$ cat src/rtl/motor_control_mc.sv
// Multi-channel motor command stage: run/stop/fault FSM, clamped steering offset,
// rpm setpoint slewing and saturating duty accumulation. MOTOR_CONTROL_RPM_RAMP_EN enables slewing.
module motor_control_mc #(
  parameter int unsigned       NUM_CH         = 2,
  parameter int unsigned       PWM_RESOLUTION = 16,
  parameter int unsigned       RPM_RESOLUTION = 16,
  parameter int unsigned       MAX_RPM_OFFSET = 50,
  parameter int unsigned       DUTY_LIMIT_PCT = 75,
  parameter int unsigned       RAMP_STEP      = 4,
  parameter logic [NUM_CH-1:0] CH_SIGN        = NUM_CH'(2'b10)
) (
  input  logic                                clk,
  input  logic                                reset_n,
  input  logic                                clk_en,
  input  logic                                enable,
  input  logic                                estop,
  input  logic [NUM_CH*(PWM_RESOLUTION+1)-1:0] duty_cycle_offset,
  input  logic [RPM_RESOLUTION-1:0]           base_rpm,
  input  logic [RPM_RESOLUTION:0]             rpm_offset,
  output logic [NUM_CH*PWM_RESOLUTION-1:0]    duty_cycle,
  output logic [NUM_CH*RPM_RESOLUTION-1:0]    rpm_setpoint,
  output logic [NUM_CH-1:0]                   sat_flags,
  output logic                                ramp_done,
  output logic [1:0]                          state
);

  localparam int unsigned PW = PWM_RESOLUTION;
  localparam int unsigned RW = RPM_RESOLUTION;
  localparam int unsigned OW = PWM_RESOLUTION + 1;
  localparam int unsigned SW = PWM_RESOLUTION + 2;
  localparam int unsigned TW = RPM_RESOLUTION + 2;
  localparam int unsigned DUTY_LIMIT = (((1 << PW) - 1) * DUTY_LIMIT_PCT) / 100;

  localparam logic signed [SW-1:0] DUTY_LIM_S = SW'(DUTY_LIMIT);
  localparam logic signed [TW-1:0] OFF_MAX    = TW'(MAX_RPM_OFFSET);
  localparam logic signed [TW-1:0] OFF_MIN    = -OFF_MAX;
  localparam logic signed [TW-1:0] RPM_MAX    = TW'((1 << RW) - 1);
`ifdef MOTOR_CONTROL_RPM_RAMP_EN
  localparam logic signed [TW-1:0] STEP_S     = TW'(RAMP_STEP);
`else
  // Wider than any reachable |target - setpoint|, so setpoints land on target every update
  localparam logic signed [TW-1:0] STEP_S     = {1'b0, {(TW-1){1'b1}}};
`endif

  typedef enum logic [1:0] {
    ST_IDLE  = 2'b00,
    ST_RUN   = 2'b01,
    ST_STOP  = 2'b10,
    ST_FAULT = 2'b11
  } state_t;

  state_t state_q, state_d;

  logic signed [TW-1:0]     off_ext, off_c;
  logic signed [TW-1:0]     ch_tsum, ch_diff;
  logic signed [SW-1:0]     ch_dsum;
  logic [OW-1:0]            ch_doff;
  logic [RW-1:0]            ch_tgt, ch_sp, ch_sp_nxt;
  logic [PW-1:0]            ch_duty_nxt;
  logic                     ch_sat_nxt;
  logic [NUM_CH*RW-1:0]     sp_d;
  logic [NUM_CH*PW-1:0]     duty_d;
  logic [NUM_CH-1:0]        sat_d;
  logic                     sp_match, sp_zero;
  logic                     duty_live;

  // Steering offset clamped to +/-MAX_RPM_OFFSET
  always_comb begin
    off_ext = $signed({rpm_offset[RW], rpm_offset});
    if (off_ext > OFF_MAX)      off_c = OFF_MAX;
    else if (off_ext < OFF_MIN) off_c = OFF_MIN;
    else                        off_c = off_ext;
  end

  // Per-channel target, setpoint slew and duty accumulation
  always_comb begin
    ch_tsum     = '0;
    ch_diff     = '0;
    ch_dsum     = '0;
    ch_doff     = '0;
    ch_tgt      = '0;
    ch_sp       = '0;
    ch_sp_nxt   = '0;
    ch_duty_nxt = '0;
    ch_sat_nxt  = 1'b0;
    sp_d        = rpm_setpoint;
    duty_d      = duty_cycle;
    sat_d       = '0;
    sp_match    = 1'b1;
    sp_zero     = 1'b1;
    for (int unsigned i = 0; i < NUM_CH; i++) begin
      if (CH_SIGN[i]) ch_tsum = $signed({2'b00, base_rpm}) - off_c;
      else            ch_tsum = $signed({2'b00, base_rpm}) + off_c;

      if (state_q != ST_RUN)     ch_tgt = '0;
      else if (ch_tsum[TW-1])    ch_tgt = '0;
      else if (ch_tsum > RPM_MAX) ch_tgt = '1;
      else                       ch_tgt = RW'(ch_tsum);

      ch_sp   = rpm_setpoint[i*RW +: RW];
      ch_diff = $signed({2'b00, ch_tgt}) - $signed({2'b00, ch_sp});
      if (ch_diff > STEP_S)       ch_sp_nxt = ch_sp + RW'(RAMP_STEP);
      else if (ch_diff < -STEP_S) ch_sp_nxt = ch_sp - RW'(RAMP_STEP);
      else                        ch_sp_nxt = ch_tgt;
      sp_d[i*RW +: RW] = ch_sp_nxt;
      if (ch_sp_nxt != ch_tgt) sp_match = 1'b0;
      if (ch_sp_nxt != '0)     sp_zero  = 1'b0;

      // A sum landing exactly on the ceiling is passed through, not flagged
      ch_doff = duty_cycle_offset[i*OW +: OW];
      ch_dsum = $signed({2'b00, duty_cycle[i*PW +: PW]}) + $signed({ch_doff[OW-1], ch_doff});
      if (ch_dsum[SW-1]) begin
        ch_duty_nxt = '0;
        ch_sat_nxt  = 1'b1;
      end else if (ch_dsum >= DUTY_LIM_S) begin
        ch_duty_nxt = PW'(DUTY_LIMIT);
        ch_sat_nxt  = (ch_dsum != DUTY_LIM_S);
      end else begin
        ch_duty_nxt = PW'(ch_dsum);
        ch_sat_nxt  = 1'b0;
      end
      duty_d[i*PW +: PW] = ch_duty_nxt;
      sat_d[i]           = ch_sat_nxt;
    end
  end

  // Next-state logic; estop overrides the update strobe
  always_comb begin
    state_d = state_q;
    if (estop) begin
      state_d = ST_FAULT;
    end else if (clk_en) begin
      case (state_q)
        ST_IDLE:  if (enable) state_d = ST_RUN;
        ST_RUN:   if (!enable) state_d = ST_STOP;
        ST_STOP: begin
          if (enable)       state_d = ST_RUN;
          else if (sp_zero) state_d = ST_IDLE;
        end
        ST_FAULT: if (!enable) state_d = ST_IDLE;
        default:  state_d = ST_IDLE;
      endcase
    end
  end

  assign duty_live = ((state_q == ST_RUN) || (state_q == ST_STOP)) && (state_d != ST_IDLE);

  always_ff @(posedge clk) begin
    if (!reset_n) state_q <= ST_IDLE;
    else          state_q <= state_d;
  end

  // Datapath registers
  always_ff @(posedge clk) begin
    if (!reset_n || estop) begin
      duty_cycle   <= '0;
      rpm_setpoint <= '0;
      sat_flags    <= '0;
      ramp_done    <= 1'b0;
    end else if (clk_en) begin
      rpm_setpoint <= sp_d;
      ramp_done    <= sp_match;
      if (duty_live) begin
        duty_cycle <= duty_d;
        sat_flags  <= sat_d;
      end else begin
        duty_cycle <= '0;
        sat_flags  <= '0;
      end
    end
  end

  assign state = state_q;

endmodule

$ cat config.mk
export PLATFORM = sky130hd
export DESIGN_NAME = motor_control_mc
export DESIGN_NICKNAME = d
export VERILOG_FILES = /design/src/rtl/motor_control_mc.sv
export SDC_FILE = /design/constraint.sdc
export NUM_CORES = 1
export LEC_CHECK = 0
export BUFFER_PORTS_ARGS = -buffer_cell sky130_fd_sc_hd__buf_2
export CORE_MARGIN = 1
export CORE_UTILIZATION = 49
export DETAILED_ROUTE_END_ITERATION = 6
export HOLD_SLACK_MARGIN = 0.06
export PLACE_DENSITY_LB_ADDON = 0.05
export SLEW_MARGIN = 10
export SYNTH_ARGS = -nofsm -noshare
export SYNTH_HDL_FRONTEND = slang
export SYNTH_SLANG_ARGS = --single-unit
$ cat constraint.sdc
create_clock -name clk -period 12.6 [get_ports clk]
set_clock_uncertainty 0.15 [all_clocks]
set_input_delay 2.52 -clock clk [delete_from_list [all_inputs] [get_ports clk]]
set_output_delay 2.52 -clock clk [all_outputs]
set_load 0.01 [all_outputs]
Word-level counts from Yosys, hierarchy flattened
Cells that the tools add are included.

storage, ports and cells
  register bits after elaboration = 69
  bits in latches = 0
  memory bits (writable) = 0
  bits in read-only memories = 0
  input port bits = 72
  output and inout bits = 69
  word-level logic and storage cells = 75
  memories = 0

operators by class
  add/subtract/negate cells = 10
  multiply operators = 0
  div/mod/pow operators = 0
  magnitude comparators = 10
  equal/unequal tests = 8
  shift operators = 0
  muxes and demuxes = 34
  bitwise gates (word level) = 0
  reductions and logical operators = 8

operator list
  kind                                                                            number
  16-bit 2-to-1 mux                                                               14
  17-bit by 17-bit adder with 18-bit output                                       2
  18-bit by 17-bit >= comparator with 1-bit output, second input constant         2
  17-bit by 18-bit > comparator with 1-bit output, second input constant          2
  18-bit by 17-bit > comparator with 1-bit output, second input constant          2
  17-bit by 18-bit less-than comparator with 1-bit output, second input constant  2
  18-bit 2-to-1 mux                                                               2
  18-bit by 17-bit inequality test with 1-bit output, second input constant       2
  16-bit by 16-bit subtractor with 17-bit output                                  2
  16-bit by 3-bit adder with 16-bit output, second input constant                 2
  32-bit 2-to-1 mux                                                               1
  16-bit inequality test                                                          2
  16-bit nonzero test                                                             2
  16-bit by 3-bit subtractor with 16-bit output, second input constant            2
  17-bit by 18-bit adder with 18-bit output                                       1
  17-bit by 18-bit subtractor with 18-bit output                                  1
  17-bit by 7-bit > comparator with 1-bit output, second input constant           1
  17-bit by 7-bit less-than comparator with 1-bit output, second input constant   1
  2-bit 2-to-1 mux                                                                8
  1-bit 2-to-1 mux                                                                8
  2-bit one-hot mux with 4 select lines                                           1
  2-bit equality test, second input constant                                      2
  2-bit by 1-bit equality test with 1-bit output, second input constant           1
  2-bit logical NOT                                                               1
  5 further kinds                                                                 6

Depth between registers and ports, before layout
  depth in word-level cells = 23
  depth in mapped cells = 18
  depth with buffers taken out = 17

Least setup slack after synthesis
Ideal clock, no wire load.

  path kind = in2reg
  from = input port rpm_offset[3]
  to = register rpm_setpoint[1]
  setup time = 0.058 ns
  arrival time = 5.746 ns
  required time = 12.392 ns
  path slack = 6.646 ns
  cell stages on the path = 16
  buffers on the path = 3
  cell sequence = a311oi_1 > nor3_1 > nand4_1 > ha_1 > clkbuf_1 > o21ai_0 > ha_1 > buf_2 > or4_1 > nor4b_2 > nor4b_1 > o31ai_2 > and2b_1 > buf_4 > o21ai_1 > nand2_1

between the ends
  cells in the longest elaborated chain, start to end = 12
  elaborated cells on any way between the ends = 14
  those cells by class = add/sub: 2; order compare: 5; mux: 7

RTL lines
  what                                                     RTL line  text
  from (decl)                                              19        input logic [RPM_RESOLUTION:0] rpm_offset,
  17-bit by 7-bit less-than comparator with 1-bit output   71        else if (off_ext < OFF_MIN) off_c = OFF_MIN;
  18-bit 2-to-1 mux                                        71
  18-bit 2-to-1 mux *                                      70        if (off_ext > OFF_MAX) off_c = OFF_MAX;
  17-bit by 18-bit adder with 18-bit output *              n/a
  18-bit by 17-bit > comparator with 1-bit output          97        else if (ch_tsum > RPM_MAX) ch_tgt = '1;
  16-bit 2-to-1 mux                                        97
  16-bit 2-to-1 mux *                                      96        else if (ch_tsum[TW-1]) ch_tgt = '0;
  16-bit 2-to-1 mux *                                      95        if (state_q != ST_RUN) ch_tgt = '0;
  16-bit by 16-bit subtractor with 17-bit output           101       ch_diff = $signed({2'b00, ch_tgt}) - $signed({2'b00, ch_sp});
  17-bit by 18-bit less-than comparator with 1-bit output  103       else if (ch_diff < -STEP_S) ch_sp_nxt = ch_sp - RW'(RAMP_STEP);
  16-bit 2-to-1 mux                                        103
  16-bit 2-to-1 mux *                                      102       if (ch_diff > STEP_S) ch_sp_nxt = ch_sp + RW'(RAMP_STEP);
  to (signal assigned)                                     161       rpm_setpoint <= sp_d;
  to (decl)                                                21        output logic [NUM_CH*RPM_RESOLUTION-1:0] rpm_setpoint,

Mark *: on every way between the ends. The rest lies on a longest branch, timed or not.
A chain may end at the register's enable or synchronous reset.

Worst setup path after layout
Same ends and word-level chain as after synthesis.

==> out/results.txt <==
Antenna-violating nets left: 0
Hold slack final: 0.294 ns
Port Buf Inserts: 140
Final Critical Period: 6.40 ns
R2R Path Start: duty_cycle[0]$_SDFFE_PP0P_
Vias in the first global route: 5738
# rows: 40
Worst skew pair latency: 0.33 ns
Number of synthesized register bits: 69
Initial antenna violation count: 0
Detail-routed net length per standard cell: 15.8 um
Postcts setup bufs: 0
Die height: 114 um
Max_cap viols: 0
Critical path type: input pin to flop
Starting Density: 50.5%
Share of layout cells above drive strength 1: 20.4%
Area of placed instances: 6890 um^2
Main synth FF type: dfxtp_1
Worst Path Arrival: 6.53 ns
Outcome: complete, no violations
# DRC: 0
Fin Setup TNS: 0 ns
Cells along the critical path: buf_2, a311oi_1, nor3_1, nand4_1, ha_1, inv_1, nand2_1, or2_2, ha_1, a21oi_1, o21a_1, o211ai_1, nor4b_2, nor4b_1, o31ai_2, and2b_1, o21ai_1, nand2_1
Detailed Route Iter0 Violations: 358
Sequential area share after synthesis: 22.6%
R2R cell count: 11
Placer congestion estimate: 0.842
Slowest stage delay, CP: 0.56 ns
CTS Root Cell: clkbuf_16
Final period utilization: 50.8%
Hold_sp: rpm_setpoint[26]$_SDFFE_PP0P_
# clock sinks: 69
HPWL after DPL: 13300 um
Final Hold Vio Count: 0
CP endpoint kind: flop
Vias per cell: 5.71
Worst setup SP type: input pin
Syn Inst Count: 765
Tightest Hold Check Type: flop to flop
Fin cells: 1057
Maximum vdd drop: 62.5 uV
Area of the core: 12100 um^2
Buffer depth of the longest clock path: 2
GR Util All Layers: 26.2%
Slowest CP cell: and2b_1
Routed vias: 6032
Layout Nets: 1031
WHS Endpoint: rpm_setpoint[26]$_SDFFE_PP0P_
Ys Warns: 0
Pwr Total: 690 uW
Die W: 114 um
Slew @ Worst Pin: 0.852 ns
F_max: 156 MHz
Detailed Routing Iterations Pass 1: 4
Cts hold-fix bufs: 0
Post-synthesis net count: 912
Largest net degree at the start of global routing: 68
Ys async rst share: 0%
Syn Area/Cell: 7.99 um^2
# resized after CTS: 0
CTS H-tree depth: 3
Worst endpoint required time: 12.73 ns
First-pass GRT wire length: 27200 um
Placed cell count: 1041
WHS Path Cells: 2
Number of synthesized flops with an enable pin: 0
CTS tree: yes
Final setup viols: 0
Num CTS Buffers: 9
Routed wire length: 16700 um
R2R Setup Slk: 8.95 ns
P&R area growth vs syn: 18.0%
GR Overflow Total: 0
Reg2reg end: duty_cycle[2]$_SDFFE_PP0P_
Die area: 12900 um^2
Worst-path fanout max: 15
RSZ-0062 raised after global routing: false
Slew Viols, Final: 0
Design area: 7210 um^2
Post-synth cell types: 79
Clock-pin transition on the worst setup and hold timing paths: 0.06 ns
Ports: 141
Worst slew margin: 43.1%
Power density over cell area: 95.6 nW/um^2
Leakage: 3.50 nW
Post-Syn Area: 6120 um^2
Antenna Cells: 0
routing by layer:
metal | vias to the layer above | share of wire (%) | GRT usage, %
li1 | 3044 | - | -
met1 | 2823 | 46 | 33.2
met2 | 151 | 49 | 45.4
met3 | 14 | 4.6 | 4.25
met4 | 0 | 0.91 | 8.16
met5 | - | 0 | 0
where the power goes:
group | total (mW) | internal (mW) | switching [mW]
registers | 0.227 | 0.223 | 0.00395
clock network | 0.273 | 0.174 | 0.0987
logic | 0.190 | 0.0780 | 0.112
total | 0.690 | 0.475 | 0.215
how the worst max path moves through the flow:
| stage | from | to | slack [ns] |
|---|---|---|---|
| 5_1_grt | rpm_offset[3] | rpm_setpoint[28]$_SDFFE_PP0P_ | 5.87 |
| 4_1_cts | rpm_offset[3] | rpm_setpoint[1]$_SDFFE_PP0P_ | 6.20 |
| 3_3_place_gp | rpm_offset[3] | rpm_setpoint[1]$_SDFFE_PP0P_ | 5.96 |
| 6_report | rpm_offset[3] | rpm_setpoint[1]$_SDFFE_PP0P_ | 6.20 |
| 2_1_floorplan | rpm_offset[3] | rpm_setpoint[1]$_SDFFE_PP0P_ | 6.65 |
| 3_5_place_dp | rpm_offset[3] | rpm_setpoint[1]$_SDFFE_PP0P_ | 5.87 |
layout by cell type (no fill, tap or decap), drive strengths merged, types with 9 or more instances in the layout:
| cell | count |
|---|---|
| buf | 142 |
| dfxtp | 69 |
| o21ai | 59 |
| xnor2 | 32 |
| nand2b | 11 |
| o21a | 11 |
| nand2 | 68 |
| a221o | 12 |
| xor2 | 17 |
| nor3 | 13 |
| a22o | 15 |
| nor2 | 58 |
| nand3 | 9 |
| a32o | 10 |
| a22oi | 10 |
| ha | 71 |
| a21o | 19 |
| o21bai | 10 |
| a21oi | 65 |
| nand4 | 9 |
| inv | 52 |
| o211ai | 10 |
| clkbuf | 9 |
per-stage QoR:
stage,setup slack [ns],util (%)
2_1_floorplan,6.65,-
3_3_place_gp,5.96,56.9
3_5_place_dp,5.87,56.9
4_1_cts,6.20,59.6
5_1_grt,5.87,59.6
6_report,6.20,59.6
Yosys cell counts, types with 4 or more instances:
master | instances | area share, %
o21ai_1 | 8 | 0.65
nor3_1 | 13 | 1.1
and3_1 | 6 | 0.61
xor2_1 | 16 | 2.3
nor4_1 | 6 | 0.61
o31ai_1 | 4 | 0.49
nor2b_1 | 8 | 0.82
nand2b_1 | 11 | 1.1
a22o_1 | 15 | 2.1
buf_2 | 13 | 1.1
a22oi_1 | 9 | 1.1
nor2_1 | 58 | 3.6
nand4_1 | 8 | 0.82
a211oi_1 | 4 | 0.49
nand3_1 | 9 | 0.74
clkbuf_1 | 18 | 1.1
inv_1 | 51 | 3.1
o21bai_1 | 10 | 1.2
a21oi_2 | 4 | 0.57
a32o_1 | 10 | 1.6
a21o_1 | 19 | 2.3
o21a_1 | 11 | 1.4
a21oi_1 | 61 | 5.0
a221o_1 | 12 | 2.0
a31oi_1 | 8 | 0.82
nand2_1 | 68 | 4.2
ha_1 | 71 | 15
o211ai_1 | 9 | 1.1
o21ai_0 | 50 | 4.1
xnor2_1 | 32 | 4.6
fa_1 | 4 | 1.3
a2111oi_0 | 4 | 0.57
dfxtp_1 | 69 | 23
logic make-up after synthesis:
kind of cell / Yosys count / synth area share [%]
muxes: 1 / 0.164
and+or+nand+nor: 213 / 17.0
xor gates and xnor gates: 49 / 7.14
adders and majority gates: 75 / 15.8
AOI/OAI and AO/OA: 273 / 31.5
buffers and inverters: 85 / 5.73
DFF: 69 / 22.6
critical path, delay by kind of cell:
kind | cells | cell delay [ns]
simple gates | 8 | 1.70
compound gates | 6 | 1.40
fa+ha+maj | 2 | 0.66
buf+inv | 2 | 0.23
state kept, by name, indices dropped and copies added, names as in the netlist:
name and count:
duty_cycle 32, ramp_done 1, rpm_setpoint 32, sat_flags 2, state 2
final cells by class:
type	instances	area, um^2
multi-input combinational	611	4390
fill	1165	4900
timing repair buffer	142	716
inverter	51	191
clock buffer	9	225
clock inverter	7	98.8
tap	168	210
sequential	69	1380
(Power assumes the default switching activity.)
